File: src/rtl/r5p_bus_arb.sv
// Two-port (instruction fetch + load/store) to one-port memory bus arbiter.
// Grant is locked from request until acknowledge; read data is returned and held per port.
module r5p_bus_arb #(
  parameter int unsigned AW         = 32,
  parameter int unsigned DW         = 32,
  parameter int unsigned BW         = DW/8,
  parameter int unsigned PRIO       = 0,
  parameter int unsigned STARVE_MAX = 4
) (
  input  logic          clk,
  input  logic          rst,
  // instruction fetch port (read only)
  input  logic          if_req,
  input  logic [AW-1:0] if_adr,
  output logic [DW-1:0] if_rdt,
  output logic          if_ack,
  // load/store port
  input  logic          ls_req,
  input  logic          ls_wen,
  input  logic [AW-1:0] ls_adr,
  input  logic [BW-1:0] ls_ben,
  input  logic [DW-1:0] ls_wdt,
  output logic [DW-1:0] ls_rdt,
  output logic          ls_ack,
  // shared memory port
  output logic          mem_req,
  output logic          mem_wen,
  output logic [AW-1:0] mem_adr,
  output logic [BW-1:0] mem_ben,
  output logic [DW-1:0] mem_wdt,
  input  logic [DW-1:0] mem_rdt,
  input  logic          mem_ack
);

  typedef enum logic [1:0] {
    PORT_NONE = 2'd0,
    PORT_IF   = 2'd1,
    PORT_LS   = 2'd2
  } port_t;

  localparam int unsigned   SW         = (STARVE_MAX > 0) ? $clog2(STARVE_MAX + 1) : 1;
  localparam logic [SW-1:0] STARVE_LIM = SW'(STARVE_MAX);

  port_t         r_own;
  logic          r_lock;
  port_t         r_rsp;
  port_t         r_last;
  logic [SW-1:0] r_starve_cnt;
  logic [DW-1:0] r_if_hold;
  logic [DW-1:0] r_ls_hold;

  port_t         w_grant;
  logic          w_hs;

  // Grant never depends on mem_ack, so there is no ack-to-request loop.
  // Nothing is granted while reset is held, so requests cannot leak to memory.
  always_comb begin
    w_grant = PORT_NONE;
    if (!rst) begin
      w_grant = PORT_NONE;
    end else if (r_lock) begin
      w_grant = r_own;
    end else if (if_req && ls_req) begin
      if (PRIO == 1) begin
        w_grant = (r_last == PORT_IF) ? PORT_LS : PORT_IF;
      end else if ((STARVE_MAX != 0) && (r_starve_cnt == STARVE_LIM)) begin
        w_grant = PORT_IF;
      end else begin
        w_grant = PORT_LS;
      end
    end else if (ls_req) begin
      w_grant = PORT_LS;
    end else if (if_req) begin
      w_grant = PORT_IF;
    end
  end

  // NOTE: every output gets a default first, so no path through the case infers a latch.
  always_comb begin
    mem_req = 1'b0;
    mem_wen = 1'b0;
    mem_adr = '0;
    mem_ben = '0;
    mem_wdt = '0;
    unique case (w_grant)
      PORT_IF: begin
        mem_req = if_req;
        mem_adr = if_adr;
        mem_ben = '1;
      end
      PORT_LS: begin
        mem_req = ls_req;
        mem_wen = ls_wen;
        mem_adr = ls_adr;
        mem_ben = ls_ben;
        mem_wdt = ls_wdt;
      end
      default: ;
    endcase
  end

  assign w_hs   = mem_req & mem_ack;
  assign if_ack = mem_ack & (w_grant == PORT_IF);
  assign ls_ack = mem_ack & (w_grant == PORT_LS);

  // NOTE: state registers use non-blocking assignments so every update sees pre-edge values.
  always_ff @(posedge clk or negedge rst) begin
    if (!rst) begin
      r_own        <= PORT_NONE;
      r_lock       <= 1'b0;
      r_rsp        <= PORT_NONE;
      r_last       <= PORT_IF;
      r_starve_cnt <= '0;
    end else begin
      // Lock holds while the owner keeps requesting unacknowledged; a dropped request frees it.
      r_lock <= mem_req & ~mem_ack;
      r_own  <= (mem_req && !mem_ack) ? w_grant : PORT_NONE;
      r_rsp  <= (w_hs && !mem_wen) ? w_grant : PORT_NONE;
      if (w_hs) begin
        r_last <= w_grant;
      end
      if (w_hs && (w_grant == PORT_IF)) begin
        r_starve_cnt <= '0;
      end else if (if_req && (w_grant != PORT_IF) && (r_starve_cnt != STARVE_LIM)) begin
        r_starve_cnt <= r_starve_cnt + 1'b1;
      end
    end
  end

  // NOTE: hold registers are reset so read data is defined (zero) before the first read.
  always_ff @(posedge clk or negedge rst) begin
    if (!rst) begin
      r_if_hold <= '0;
      r_ls_hold <= '0;
    end else begin
      if (r_rsp == PORT_IF) r_if_hold <= mem_rdt;
      if (r_rsp == PORT_LS) r_ls_hold <= mem_rdt;
    end
  end

  assign if_rdt = (r_rsp == PORT_IF) ? mem_rdt : r_if_hold;
  assign ls_rdt = (r_rsp == PORT_LS) ? mem_rdt : r_ls_hold;

endmodule

File: config.mk
export PLATFORM = sky130hd
export DESIGN_NAME = r5p_bus_arb
export DESIGN_NICKNAME = d
export VERILOG_FILES = /design/src/rtl/r5p_bus_arb.sv
export SDC_FILE = /design/constraint.sdc
export NUM_CORES = 1
export LEC_CHECK = 0
export BUFFER_PORTS_ARGS = -buffer_cell sky130_fd_sc_hd__buf_2
export CORE_ASPECT_RATIO = 1.75
export CORE_MARGIN = 3
export CORE_UTILIZATION = 35
export DETAILED_ROUTE_END_ITERATION = 8
export GPL_TIMING_DRIVEN = 0
export PLACE_DENSITY = 0.76
export REMOVE_ABC_BUFFERS = 1
export SLEW_MARGIN = 20
export SYNTH_ARGS = -nofsm -noshare
export SYNTH_HDL_FRONTEND = slang
export SYNTH_SLANG_ARGS = --single-unit
export TNS_END_PERCENT = 50
File: constraint.sdc
create_clock -name clk -period 2.7 [get_ports clk]
set_input_delay 0 -clock clk [delete_from_list [all_inputs] [get_ports clk]]
set_output_delay 0 -clock clk [all_outputs]
set_load 0.02 [all_outputs]
## After elaboration in Yosys (flattened, before gate mapping)

Cells that the tools add are included.

- $add $sub $neg: 1
- Equality and inequality tests: 7
- Multiplexer cells: 17
- Bitwise gates (word level): 5
- Reductions and logical operators: 9

Operator list:

| kind | count |
|---|---|
| $mux W32 | 3 |
| $pmux W32 S2 | 1 |
| $mux W2 | 7 |
| $pmux W4 S2 | 1 |
| $logic_and A1 B1 Y1 | 6 |
| $mux W3 | 2 |
| $and A1 B1 Y1 | 4 |
| $eq A2 B1 Y1 const B | 2 |
| $eq A2 B2 Y1 const B | 2 |
| $add A3 B1 Y3 const B | 1 |
| $eq A3 B3 Y1 const B | 1 |
| $ne A3 B3 Y1 const B | 1 |
| $logic_not A1 Y1 | 2 |
| $mux W1 | 2 |
| $ne A2 B1 Y1 const B | 1 |
| $pmux W1 S2 | 1 |
| $reduce_bool A2 Y1 | 1 |
| $not A1 Y1 | 1 |

- Register bits after elaboration: 72
- Output and inout bits: 136
- Word-level logic and storage cells: 45

## Logic depth before layout (Yosys ltp)

- Depth after elaboration: 10
- Depth in mapped cells: 10

## Least setup slack after synthesis

No wires, ideal clock.

- Kind: flip-flop to flip-flop
- From: reg r_starve_cnt[0]
- To: reg r_rsp[0]
- Data arrival time: 1932 ps
- Data required time: 2631 ps
- Slack: 699 ps
- Cell stages (with the launch flop): 10
- Cells stage by stage: dfrtp_1 > inv_1 > ha_1 > and3_1 > o21ai_2 > ha_1 > buf_2 > a22oi_2 > nor2_1 > and4_1

- Longest elaborated chain between the ends: 10
- Elaborated cells between the ends (all ways): 13
- Classes of those cells: eq/ne (3); mux (7); bitwise (1); reduce/logical (2)

Ends and longest elaborated chain:

| what | line | source |
|---|---|---|
| from (decl) | 48 | `logic [SW-1:0] r_starve_cnt;` |
| from (signal assigned) | 125 | `r_starve_cnt <= r_starve_cnt + 1'b1;` |
| $eq A3 B3 Y1 (*) | 66 | `end else if ((STARVE_MAX != 0) && (r_starve_cnt == STARVE_LIM)) begin` |
| $mux W2 (*) | 66 |  |
| $mux W2 (*) | 63 | `end else if (if_req && ls_req) begin` |
| $mux W2 (*) | 61 | `end else if (r_lock) begin` |
| $mux W2 (*) | 59 | `if (!rst) begin` |
| $eq A2 B2 Y1 or $eq A2 B1 Y1 (tied branches) | 85 | `unique case (w_grant)` |
| $pmux W1 S2 (*) | 85 |  |
| net mem_req | 26 | `output logic mem_req,` |
| $and A1 B1 Y1 (*) | 102 | `assign w_hs = mem_req & mem_ack;` |
| $logic_and A1 B1 Y1 (*) | 118 | `r_rsp <= (w_hs && !mem_wen) ? w_grant : PORT_NONE;` |
| $mux W2 (*) | 118 |  |
| to (signal assigned) | 118 |  |
| to (decl) | 46 | `port_t r_rsp;` |

The timed path passes the listed nets; every way through them passes the cells marked *.
A chain may end at the register's enable or synchronous reset.

## Worst setup path after layout

- From: reg r_starve_cnt[0]
- To: out mem_adr[28]

- Longest elaborated chain between the ends: 7
- Elaborated cells between the ends (all ways): 8
- Classes of those cells: eq/ne (3); mux (5)

Ends and longest elaborated chain:

| what | line | source |
|---|---|---|
| $eq A3 B3 Y1 (*) | 66 |  |
| $mux W2 (*) | 66 |  |
| $mux W2 (*) | 63 |  |
| $mux W2 (*) | 61 |  |
| $mux W2 (*) | 59 |  |
| $eq A2 B2 Y1 or $eq A2 B1 Y1 (tied branches) | 85 |  |
| $pmux W32 S2 (*) | 85 |  |
| to (decl) | 28 | `output logic [AW-1:0] mem_adr,` |

Every way passes the cells marked *; elsewhere a longest branch is shown, timed or not.

==> results by group <==
Place
  • Hpwl dp: 11.2 mm
  • Cell total after placement: 688
  • PortBufs: 273
  • Routability cong.: a little under 0.9

Global route
  • Largest net degree at the start of global routing: between 40 and 50
  • Gr ovfl total: 0
  • First-pass GRT wire length: 20.9 mm
  • Vias in the first global route: 3751
  • GRT Overall Usage: 22.6%
  • Antenna violations before repair: 0

Timing
  • Worst Tran Pin Value: 0.656 ns
  • Max Clock Freq: 0.403 GHz
  • Final hold slack: 0.0906 ns
  • Fin. Hold Viols: 0
  • Slew headroom: 56.3%
  • Final cycle utilization of the critical path: 91.8%
  • Final setup violating endpoints: 0
  • RSZ-0062 raised after global routing: no
  • Worst Clk Skew: 0.00510 ns
  • Max-slew violation count: 0
  • Period minus WS final: 2.48 ns

Floorplanning
  • Row count: 49
  • Initial Util: between 30 and 40%
  • Die Ht: 144 microns
  • # IOs: 274
  • Chip width: 85.0 microns
  • Die ar.: between 10000 and 15000 sq um
  • Core ar.: between 10000 and 15000 sq um

Drt
  • Vias/cell: 4.87
  • Top sig layer: met4
  • Wire length per cell: 19.2 microns
  • WL met2: 6.62 mm
  • Residual DRC: 0
  • DR iter-0 viols: 107
  • Antenna-violating nets left: 0
  • Number of detailed-route iterations in the first pass: 4
  • Routed wl met3: roughly 1.3 mm
  • Routed via count: 3598
  • Met1 WL: 6.01 mm
  • Final wirelength: around 14 mm

Flow run
  • Max-cap viol count: 0

Synth
  • Mapped Area: 3830 sq um
  • Synth top area cells: dfrtp_1 47%, mux2_4 24%, a22oi_1 6.3%
  • Mapped Avg Cell Area: 12.4 sq um
  • Cell variety after synth: 29
  • Mapped Cells: 308
  • Seq/Total Area, Yosys: 47.1%
  • FF+latch count, synth: 72
  • Yosys top cell area share: between 40% and 50%
  • Synth warnings: 0
  • Post-synth top area cell: dfrtp_1

Finish
  • Area taken by multi-input logic gates: 1860 sq um
  • FILL cells: 880
  • Seq. cell area: 1800 sq um
  • Post-Layout Cell Count: 739
  • ANT cells: 0
  • Layout area overhead: 55.7%
  • Layout net count: between 700 and 800
  • Final core utilization: 56.8%
  • Share of cells above drive strength 1: 59.6%

Worst setup path
  • Crit path required time: 2.70 ns
  • CP startpoint kind: register
  • CP bufs+invs: 3
  • Slowest CP cell: dfrtp_1
  • Flop-to-flop setup slack: 0.34 ns
  • CP peak stage delay: 0.37 ns
  • Ordered list of cells on the worst path: inv_1, ha_1, and3_1, o21ai_2, ha_4, buf_16, a22oi_1, nor2_1, buf_2
  • Max FO, Critical Path: 38
  • Critical Path Sink Type: primary output
  • CP delay by family, top: adder cells
  • CP arrival: 2.48 ns
  • Crit Path Class: reg2out

Clock network
  • CTS Root Cell: clkbuf_16
  • CTS buffer count: 9
  • Clock Pin Slew Worst Setup and Hold Paths: 0.05 ns
  • H-tree depth: 3
  • Clock Latency Late Sink: 0.32 ns
  • TritonCTS clock tree: built
  • CTS Buffer Depth: 2
  • CTS Sinks: 72

Hold path
  • Class of the worst hold path: in2reg

Power and ir drop
  • Total power draw: 4.07 mW
  • Leakage: 3.30 nW
  • Pwr dens: 683 nW/um^2
  • Worst-case vdd ir drop: 0.621 mV

Status
  • Outcome: completed
==> power breakdown <==
group	internal, mW	switching (mW)	leakage (nW)
Combinational	0.667	0.867	2.24
Sequential	1.29	0.0878	0.917
Clock	0.738	0.417	0.145
Total	2.70	1.37	3.30
==> tightest hold or removal path: cells and delay by family <==
kind,cells,cell delay (ns)
and+or+nand+nor,2,0.30
buffers and inverters,1,0.08
==> registers in the layout, summed over array words and instances (netlist names) <==
name,count
r_if_hold,32
r_ls_hold,32
r_starve_cnt,3
r_own,2
r_rsp,2
r_lock,1
==> synth_stat cells <==
| cell | number |
|---|---|
| and4_1 | 2 |
| nand2b_1 | 2 |
| nor3_2 | 1 |
| nand3_1 | 4 |
| buf_12 | 3 |
| and3_1 | 1 |
| o21ai_1 | 3 |
| and2_1 | 37 |
| clkbuf_1 | 3 |
| a21oi_1 | 8 |
| nand3b_1 | 2 |
| nor2b_1 | 2 |
| nand2_1 | 2 |
| inv_1 | 5 |
| nor3b_1 | 1 |
| a21boi_0 | 1 |
| nor3_1 | 1 |
| nor2_1 | 37 |
| o21ai_2 | 1 |
| a22oi_2 | 1 |
| buf_1 | 1 |
| dfrtp_1 | 72 |
| mux2_2 | 4 |
| buf_2 | 12 |
| buf_6 | 5 |
| a22oi_1 | 32 |
| mux2_4 | 60 |
| and4b_1 | 1 |
| ha_1 | 4 |
==> what timing repair did <==
action / CTS / global route
setup buffers: 0 / 1
pin swaps: 0 / 1
hold endpoints to repair: 139 / 0
endpoints found under the setup margin: 9 / 11
cloned: 0 / 0
hold buffers: 34 / 0
resized for setup: 3 / 1
==> kinds of logic after synthesis <==
family	share of synthesized area, %
flops	47.1
mux	24.7
compound gates	8.47
simple gates	12.9
buf+inv	5.49
fa+ha+maj	1.31
==> worst paths after layout <==
kind,start,cells after the start,to
worst max register to register,r_starve_cnt[0],9,r_starve_cnt[2]
worst min register to register,r_if_hold[20],1,r_if_hold[20]
max in group asynchronous,rst,3,r_if_hold[28]
min in group asynchronous,rst,2,r_ls_hold[20]
worst min-delay path,ls_wen,3,r_rsp[1]
worst max-delay path,r_starve_cnt[0],9,mem_adr[28]
==> per-stage QoR <==
step	cell area [sq um]	setup WS, ns	setup TNS (ns)
after floorplan	3630	-0.569	-28.81
after global placement	5160	-1.46	-165.69
after detailed placement	5290	0.120	0
after CTS	5950	0.0794	0
after global routing	5960	0.0229	0
final	5960	0.220	0
==> layer usage <==
layer | global-route usage (%) | up-vias
met5 | 0 | -
met4 | 7.01 | 0
met3 | 4.16 | 14
met2 | 36.7 | 229
met1 | 30.6 | 1689
li1 | - | 1666
==> final cells by class <==
class,count,share of cell area [%]
clock buffers,11,4.08
clock inverters,5,0.945
inverters,5,0.315
multi-input cells,207,31.2
flip-flops and latches,72,30.3
well taps,127,2.67
repair buffers,312,30.5
==> cells in the final DEF, fill, tap and decap left out, types with 5 or more instances in the layout <==
cell type	n
and2_1	37
clkbuf_16	9
nor2_1	37
buf_2	272
inv_1	5
dlygate4sd3_1	34
a21oi_1	8
a22oi_1	32
mux2_4	60
dfrtp_1	72
No activity file was read; power rests on OpenSTA's default activity.
